===== src/rtl/ps2_pkg.sv =====
`default_nettype none
// ============================================================================
// Module   : ps2_pkg
// Purpose  : Shared constants and FSM encoding for the PS/2 packet receiver.
// Revision : 1.0 - initial release
// ============================================================================
package ps2_pkg;

    localparam int PS2_FRAME_BITS = 11;

    localparam logic [3:0] BIT_START    = 4'd0;
    localparam logic [3:0] BIT_DATA_LSB = 4'd1;
    localparam logic [3:0] BIT_PARITY   = 4'd9;
    localparam logic [3:0] BIT_STOP     = 4'd10;

    typedef enum logic [0:0] {
        IDLE  = 1'b0,
        SHIFT = 1'b1
    } ps2_state_t;

endpackage : ps2_pkg
`default_nettype wire


===== src/rtl/ps2_line_filter.sv =====
`default_nettype none
// ============================================================================
// Module   : ps2_line_filter
// Purpose  : 2-flop synchroniser plus debounce; output idles high.
// Revision : 1.0 - initial release
// ============================================================================
module ps2_line_filter #(
    parameter int FILTER_LEN = 8
) (
    input  logic i_clk,
    input  logic i_reset_n,
    input  logic i_pin,
    output logic o_line
);

    localparam int CNT_W = $clog2(FILTER_LEN);
    localparam logic [CNT_W-1:0] CNT_LAST = CNT_W'(FILTER_LEN - 1);

    logic             sync1_q;
    logic             sync2_q;
    logic             line_q;
    logic [CNT_W-1:0] cnt_q;

    // The counter tracks how many consecutive samples disagree with the output.
    always_ff @(posedge i_clk) begin
        if (!i_reset_n) begin
            sync1_q <= 1'b1;
            sync2_q <= 1'b1;
            line_q  <= 1'b1;
            cnt_q   <= '0;
        end else begin
            sync1_q <= i_pin;
            sync2_q <= sync1_q;
            if (sync2_q == line_q) begin
                cnt_q <= '0;
            end else if (cnt_q == CNT_LAST) begin
                line_q <= sync2_q;
                cnt_q  <= '0;
            end else begin
                cnt_q <= cnt_q + 1'b1;
            end
        end
    end

    assign o_line = line_q;

endmodule : ps2_line_filter
`default_nettype wire


===== src/rtl/ps2_packet_rx.sv =====
`default_nettype none
// ============================================================================
// Module   : ps2_packet_rx
// Purpose  : PS/2 device-to-host receiver assembling FRAMES bytes per packet.
// Revision : 1.0 - initial release
// ============================================================================
module ps2_packet_rx
    import ps2_pkg::*;
#(
    parameter int FRAMES         = 4,
    parameter int FILTER_LEN     = 8,
    parameter int TIMEOUT_CYCLES = 200000,
    parameter int CHECK_PARITY   = 1,
    parameter int ALIGN_BIT3     = 1
) (
    input  logic                  i_clk,
    input  logic                  i_reset_n,
    input  logic                  i_PS2Clk,
    input  logic                  i_PS2Data,
    output logic [8*FRAMES-1:0]   o_data,
    output logic                  o_valid,
    input  logic                  i_ready,
    output logic                  o_frame_err,
    output logic                  o_timeout,
    output logic                  o_overrun
);

    localparam int IDX_W  = $clog2(PS2_FRAME_BITS);
    localparam int FIDX_W = (FRAMES > 1) ? $clog2(FRAMES) : 1;
    localparam int TO_W   = $clog2(TIMEOUT_CYCLES + 1);
    localparam logic [FIDX_W-1:0] LAST_FRAME = FIDX_W'(FRAMES - 1);
    localparam logic [TO_W-1:0]   TO_LIMIT   = TO_W'(TIMEOUT_CYCLES);

    logic w_ps2clk;
    logic w_ps2dat;

    ps2_line_filter #(.FILTER_LEN(FILTER_LEN)) u_clk_filter (
        .i_clk     (i_clk),
        .i_reset_n (i_reset_n),
        .i_pin     (i_PS2Clk),
        .o_line    (w_ps2clk)
    );

    ps2_line_filter #(.FILTER_LEN(FILTER_LEN)) u_dat_filter (
        .i_clk     (i_clk),
        .i_reset_n (i_reset_n),
        .i_pin     (i_PS2Data),
        .o_line    (w_ps2dat)
    );

    ps2_state_t           state_q,     state_d;
    logic [IDX_W-1:0]     bit_idx_q,   bit_idx_d;
    logic [7:0]           byte_q,      byte_d;
    logic                 parity_q,    parity_d;
    logic [FIDX_W-1:0]    fidx_q,      fidx_d;
    logic [8*FRAMES-1:0]  pkt_q,       pkt_d;
    logic [TO_W-1:0]      to_cnt_q,    to_cnt_d;
    logic [8*FRAMES-1:0]  data_q,      data_d;
    logic                 valid_q,     valid_d;
    logic                 frame_err_q, frame_err_d;
    logic                 timeout_q,   timeout_d;
    logic                 overrun_q,   overrun_d;
    logic                 ps2clk_prev_q;

    logic                 w_fall;
    logic                 w_good;
    logic                 w_complete;
    logic [8*FRAMES-1:0]  w_pkt_next;

    assign w_fall = ps2clk_prev_q & ~w_ps2clk;

    always_comb begin
        state_d     = state_q;
        bit_idx_d   = bit_idx_q;
        byte_d      = byte_q;
        parity_d    = parity_q;
        fidx_d      = fidx_q;
        pkt_d       = pkt_q;
        to_cnt_d    = to_cnt_q;
        data_d      = data_q;
        valid_d     = valid_q;
        frame_err_d = 1'b0;
        timeout_d   = 1'b0;
        overrun_d   = 1'b0;
        w_good      = 1'b0;
        w_complete  = 1'b0;
        w_pkt_next  = pkt_q;

        // A falling edge always wins over a coincident timeout.
        if (w_fall) begin
            to_cnt_d = '0;
            case (state_q)
                IDLE: begin
                    if (!w_ps2dat) begin
                        state_d   = SHIFT;
                        bit_idx_d = BIT_DATA_LSB;
                    end else begin
                        frame_err_d = 1'b1;
                        fidx_d      = '0;
                    end
                end
                default: begin
                    if (bit_idx_q == BIT_STOP) begin
                        state_d   = IDLE;
                        bit_idx_d = BIT_START;
                        w_good    = w_ps2dat
                                  && ((CHECK_PARITY == 0) || (^{byte_q, parity_q}))
                                  && !((ALIGN_BIT3 != 0) && (fidx_q == '0) && !byte_q[3]);
                        if (w_good) begin
                            for (int k = 0; k < FRAMES; k++) begin
                                if (fidx_q == FIDX_W'(k)) begin
                                    w_pkt_next[8*k +: 8] = byte_q;
                                end
                            end
                            pkt_d = w_pkt_next;
                            if (fidx_q == LAST_FRAME) begin
                                fidx_d     = '0;
                                w_complete = 1'b1;
                            end else begin
                                fidx_d = fidx_q + 1'b1;
                            end
                        end else begin
                            frame_err_d = 1'b1;
                            fidx_d      = '0;
                        end
                    end else begin
                        if (bit_idx_q == BIT_PARITY) begin
                            parity_d = w_ps2dat;
                        end else begin
                            byte_d = {w_ps2dat, byte_q[7:1]};
                        end
                        bit_idx_d = bit_idx_q + 1'b1;
                    end
                end
            endcase
        end else if ((state_q == IDLE) && (fidx_q == '0)) begin
            to_cnt_d = '0;
        end else if (to_cnt_q == TO_LIMIT) begin
            timeout_d = 1'b1;
            state_d   = IDLE;
            bit_idx_d = BIT_START;
            fidx_d    = '0;
            to_cnt_d  = '0;
        end else begin
            to_cnt_d = to_cnt_q + 1'b1;
        end

        if (w_complete) begin
            if (!valid_q || i_ready) begin
                data_d  = w_pkt_next;
                valid_d = 1'b1;
            end else begin
                overrun_d = 1'b1;
            end
        end else if (valid_q && i_ready) begin
            valid_d = 1'b0;
        end
    end

    always_ff @(posedge i_clk) begin
        if (!i_reset_n) begin
            state_q       <= IDLE;
            bit_idx_q     <= BIT_START;
            byte_q        <= '0;
            parity_q      <= 1'b0;
            fidx_q        <= '0;
            pkt_q         <= '0;
            to_cnt_q      <= '0;
            data_q        <= '0;
            valid_q       <= 1'b0;
            frame_err_q   <= 1'b0;
            timeout_q     <= 1'b0;
            overrun_q     <= 1'b0;
            ps2clk_prev_q <= 1'b1;
        end else begin
            state_q       <= state_d;
            bit_idx_q     <= bit_idx_d;
            byte_q        <= byte_d;
            parity_q      <= parity_d;
            fidx_q        <= fidx_d;
            pkt_q         <= pkt_d;
            to_cnt_q      <= to_cnt_d;
            data_q        <= data_d;
            valid_q       <= valid_d;
            frame_err_q   <= frame_err_d;
            timeout_q     <= timeout_d;
            overrun_q     <= overrun_d;
            ps2clk_prev_q <= w_ps2clk;
        end
    end

    assign o_data      = data_q;
    assign o_valid     = valid_q;
    assign o_frame_err = frame_err_q;
    assign o_timeout   = timeout_q;
    assign o_overrun   = overrun_q;

endmodule : ps2_packet_rx
`default_nettype wire


===== config.mk =====
export PLATFORM = sky130hd
export DESIGN_NAME = ps2_packet_rx
export DESIGN_NICKNAME = d
export VERILOG_FILES = /design/src/rtl/ps2_pkg.sv /design/src/rtl/ps2_line_filter.sv /design/src/rtl/ps2_packet_rx.sv
export SDC_FILE = /design/constraint.sdc
export NUM_CORES = 1
export LEC_CHECK = 0
export ABC_AREA = 1
export CAP_MARGIN = 5
export CORE_ASPECT_RATIO = 1.4
export CORE_MARGIN = 2
export CORE_UTILIZATION = 57
export CTS_BUF_LIST = sky130_fd_sc_hd__clkbuf_4 sky130_fd_sc_hd__clkbuf_8 sky130_fd_sc_hd__clkbuf_16
export CTS_CLUSTER_DIAMETER = 150
export DETAILED_ROUTE_END_ITERATION = 10
export GPL_TIMING_DRIVEN = 0
export MAX_ROUTING_LAYER = met4
export PLACE_DENSITY = 0.82
export SETUP_SLACK_MARGIN = 0.05
export SLEW_MARGIN = 20
export SYNTH_ARGS = -nofsm -noshare
export SYNTH_HDL_FRONTEND = slang
export SYNTH_HIERARCHICAL = 1
export SYNTH_SLANG_ARGS = --single-unit
export TNS_END_PERCENT = 20

===== constraint.sdc =====
create_clock -name i_clk -period 2.2 [get_ports i_clk]
set_input_delay 0.22 -clock i_clk [delete_from_list [all_inputs] [get_ports i_clk]]
set_output_delay 0.22 -clock i_clk [all_outputs]
set_load 0.03 [all_outputs]

==> impl_metrics.ini, run 1 <==
[status]
status = completed

[placement]
postPlaceCellArea_um2 = 5170
post-place-ws_ns = -0.386
place.gp.congestion = 0.873
placement.io_buffers = 40
detailedPlacementHpwl_um = 7620

[die]
die_width_um = 80.3
fp.coreArea_um2 = 7850
i_o_pins = 41
fp-row-count = 38
start_util = 0.592
dieArea_um2 = 8890
fp.dieH_um = 111

[sta]
worst_hold_slack_ns = 0.407
timing.final.ws_setup_ns = 0.150
final_max_slew_viol_count = 0
finalClockSkew_ns = 0.0101
worst_slew_margin_rel = 0.608
fmaxAchievable_ghz = 0.488
timing.final.hold_violations = 0
setup_viol = 0
grt_setup_unrepaired = true
timing_worst_slew_pin_value_ns = 0.588
fin_crit_ns = 2.05
final_min_period_over_clock_period = 0.932
setup_tns_ns = 0

[synth]
post_synth_inst_count = 609
ys_seq_area_frac = 0.461
syn_area_per_cell_um2 = 7.62
synth_ff_type = sky130_fd_sc_hd__dfxtp_1
most_frequent_cell_after_synthesis = sky130_fd_sc_hd__dfxtp_1
nets_in_the_synthesized_netlist = 624
synth-edff-count = 0
synth.area.top_cells = sky130_fd_sc_hd__dfxtp_1 (46%), sky130_fd_sc_hd__nor2_1 (7.5%), sky130_fd_sc_hd__nand2_1 (7.3%)
synth.lib_cells_used.distinct = 32
synth_top_cells_by_count = sky130_fd_sc_hd__dfxtp_1 (107), sky130_fd_sc_hd__nor2_1 (93), sky130_fd_sc_hd__nand2_1 (90)
yosysTopAreaCell = sky130_fd_sc_hd__dfxtp_1
yosys_register_bits = 107
synth_area_um2 = 4640
asyncSetResetFlopFracSynth = 0
synth-warning-count = 6
netlist.area_leader.share = 0.461

[finish]
multiInputGateArea_um2 = 2170
antenna-diode-count = 0
synth_to_layout_area_growth_pct = 19.3
final_cell_area_um2 = 5540
nFillCells = 618
layout-drive-gt1-share = 0.114
layout.nets = 685
finalCoreUtilization = 0.706
sequential_cell_area_in_the_final_layout_um2 = 2150

[power]
leakage_uw = 0.00232
power_density_nw_per_um2 = 578
ir_worst_vdd_v = 0.000484

[cts]
clock_tree.root_cell = sky130_fd_sc_hd__clkbuf_8
hold_buffers = 0
clk_latency_worst_skew_pair_ns = 0.38
htree_levels = 3
cts_inserted_buffers = 9
clkSinkCount = 107
path_clk_slew_ns = 0.09
tritoncts = done
clockBufferDepth = 2

[min_path]
holdCritStartpoint = i_PS2Data
worstHoldPathType = input pin to flip-flop

[global_routing]
number_of_global_route_vias_before_repair = 3941
grt_overflow = 0
track_usage = 0.250
global_route_wire_length_before_repair_um = 17300
antenna_found_initial = 0
largest_net_degree_at_the_start_of_global_routing = 17

[worst_setup_path]
timing.critical_path.required_ns = 2.47
peak_fanout_along_the_critical_path = 10
cp_data_arrival_time_ns = 2.32
critical_path.startpoint = fidx_q[0]
endpoint_kind = flip-flop
critical_r2r_launch = fidx_q[0]
critPathLaunchType = flip-flop
path_class = flip-flop to flip-flop

[detailed_routing]
route.vias.total = 4243
dr.first_iter.drc_count = 336
detail_route.vias_per_cell = 5.47
remaining_drc_errors = 0
number_of_iterations_in_the_first_detailed_routing_pass = 7
wirelength_um = 10600
postRouteAntennaNets = 0
wl_per_cell_um = 13.7

[flow_run]
maxCapViolCount = 0
per-stage QoR:
stage               total power [uW]  std cells
finish                          3200        775
global route                    3310        775
CTS                             3220        768
detailed placement              2050        749
global placement                2040        749
floorplan                       2030        609
sequential cells by signal, indices dropped and copies added, names as in the netlist, 2 cells and up:
| signal | cells |
|---|---|
| o_data | 32 |
| pkt_q | 24 |
| to_cnt_q | 18 |
| byte_q | 8 |
| bit_idx_q | 4 |
| u_clk_filter/cnt_q | 3 |
| u_dat_filter/cnt_q | 3 |
| fidx_q | 2 |
critical path: stages, from the launching register on:
cell	delay [ns]
sky130_fd_sc_hd__dfxtp_2	0.37
sky130_fd_sc_hd__inv_1	0.07
sky130_fd_sc_hd__ha_1	0.19
sky130_fd_sc_hd__buf_2	0.21
sky130_fd_sc_hd__a21oi_4	0.17
sky130_fd_sc_hd__inv_1	0.09
sky130_fd_sc_hd__a21oi_4	0.18
sky130_fd_sc_hd__buf_2	0.24
sky130_fd_sc_hd__nand4_1	0.17
sky130_fd_sc_hd__a21oi_1	0.19
sky130_fd_sc_hd__nor2_1	0.06
cell type report:
cell class / instances / area share
multi-input cells: 401 / 0.392
flip-flops and latches: 107 / 0.388
repair buffers: 50 / 0.0858
inverters: 79 / 0.0535
clock buffers: 11 / 0.0262
well taps: 100 / 0.0226
plain buffers: 22 / 0.0224
clock inverters: 5 / 0.00949
final timing paths:
check                          endpoint  cells past startpoint  slack (ns)
hold reg to reg   u_clk_filter/cnt_q[0]                      1        0.42
hold / removal     u_dat_filter/sync1_q                      2        0.41
setup reg to reg             o_data[15]                     10        0.15
setup / recovery             o_data[15]                     10        0.15
power breakdown:
part	internal, uW	switching, uW	leakage (uW)	total, uW
registers	1940	2.12	0.000866	1940
logic	24.4	36.8	0.00135	61.3
clock network	564	637	0.000103	1200
total	2530	675	0.00232	3200
cells by family after synthesis:
logic type               synth area share
AND/OR/NAND/NOR                     0.259
AO/OA/AOI/OAI                       0.143
flip-flops                          0.461
buffers and inverters              0.0879
adder cells (fa/ha/maj)            0.0270
XOR/XNOR                           0.0132
multiplexers                      0.00863
layout by cell type, fill, tap and decap left out, types with 11 or more instances in the layout:
master,n
sky130_fd_sc_hd__dfxtp_1,100
sky130_fd_sc_hd__buf_4,11
sky130_fd_sc_hd__clkdlybuf4s50_1,40
sky130_fd_sc_hd__nand3_1,13
sky130_fd_sc_hd__inv_1,74
sky130_fd_sc_hd__nand2_1,90
sky130_fd_sc_hd__o21bai_1,23
sky130_fd_sc_hd__nand4_1,27
sky130_fd_sc_hd__o21ai_0,31
sky130_fd_sc_hd__nor2_1,91
sky130_fd_sc_hd__nor3_1,13
sky130_fd_sc_hd__a21oi_1,53
repair_timing:
action / CTS / global route
pin swaps: 1 / 5
setup endpoints to repair: 66 / 70
gates resized for setup: 4 / 31
buffers inserted: 3 / 7
cloned: 0 / 0
metal layers:
metal | vias to the layer above | wire, um | global-route usage
li1 | 2111 | - | -
met1 | 1946 | 4250 | 0.272
met2 | 139 | 5560 | 0.425
met3 | 47 | 447 | 0.0375
met4 | 0 | 390 | 0.144
met5 | - | 0 | -
(Power assumes the default switching activity.)
==> run 2: changes to the inputs <==
--- a/config.mk
+++ b/config.mk
@@ -17,6 +17,7 @@
 export MAX_ROUTING_LAYER = met4
 export PLACE_DENSITY = 0.82
 export SETUP_SLACK_MARGIN = 0.05
+export SKIP_LAST_GASP = 1
 export SLEW_MARGIN = 20
 export SYNTH_ARGS = -nofsm -noshare
 export SYNTH_HDL_FRONTEND = slang
==> results of run 2 <==
Final layout, timing and power as in run 1 (identical DEF).
==> run 3: changes to the inputs <==
--- a/config.mk
+++ b/config.mk
@@ -6,6 +6,7 @@
 export NUM_CORES = 1
 export LEC_CHECK = 0
 export ABC_AREA = 1
+export ABC_CLOCK_PERIOD_IN_PS = 2200
 export CAP_MARGIN = 5
 export CORE_ASPECT_RATIO = 1.4
 export CORE_MARGIN = 2
@@ -14,6 +15,7 @@
 export CTS_CLUSTER_DIAMETER = 150
 export DETAILED_ROUTE_END_ITERATION = 10
 export GPL_TIMING_DRIVEN = 0
+export HOLD_SLACK_MARGIN = 0.12
 export MAX_ROUTING_LAYER = met4
 export PLACE_DENSITY = 0.82
 export SETUP_SLACK_MARGIN = 0.05
==> results of run 3 <==
Final layout, timing and power as in run 1 (identical DEF).
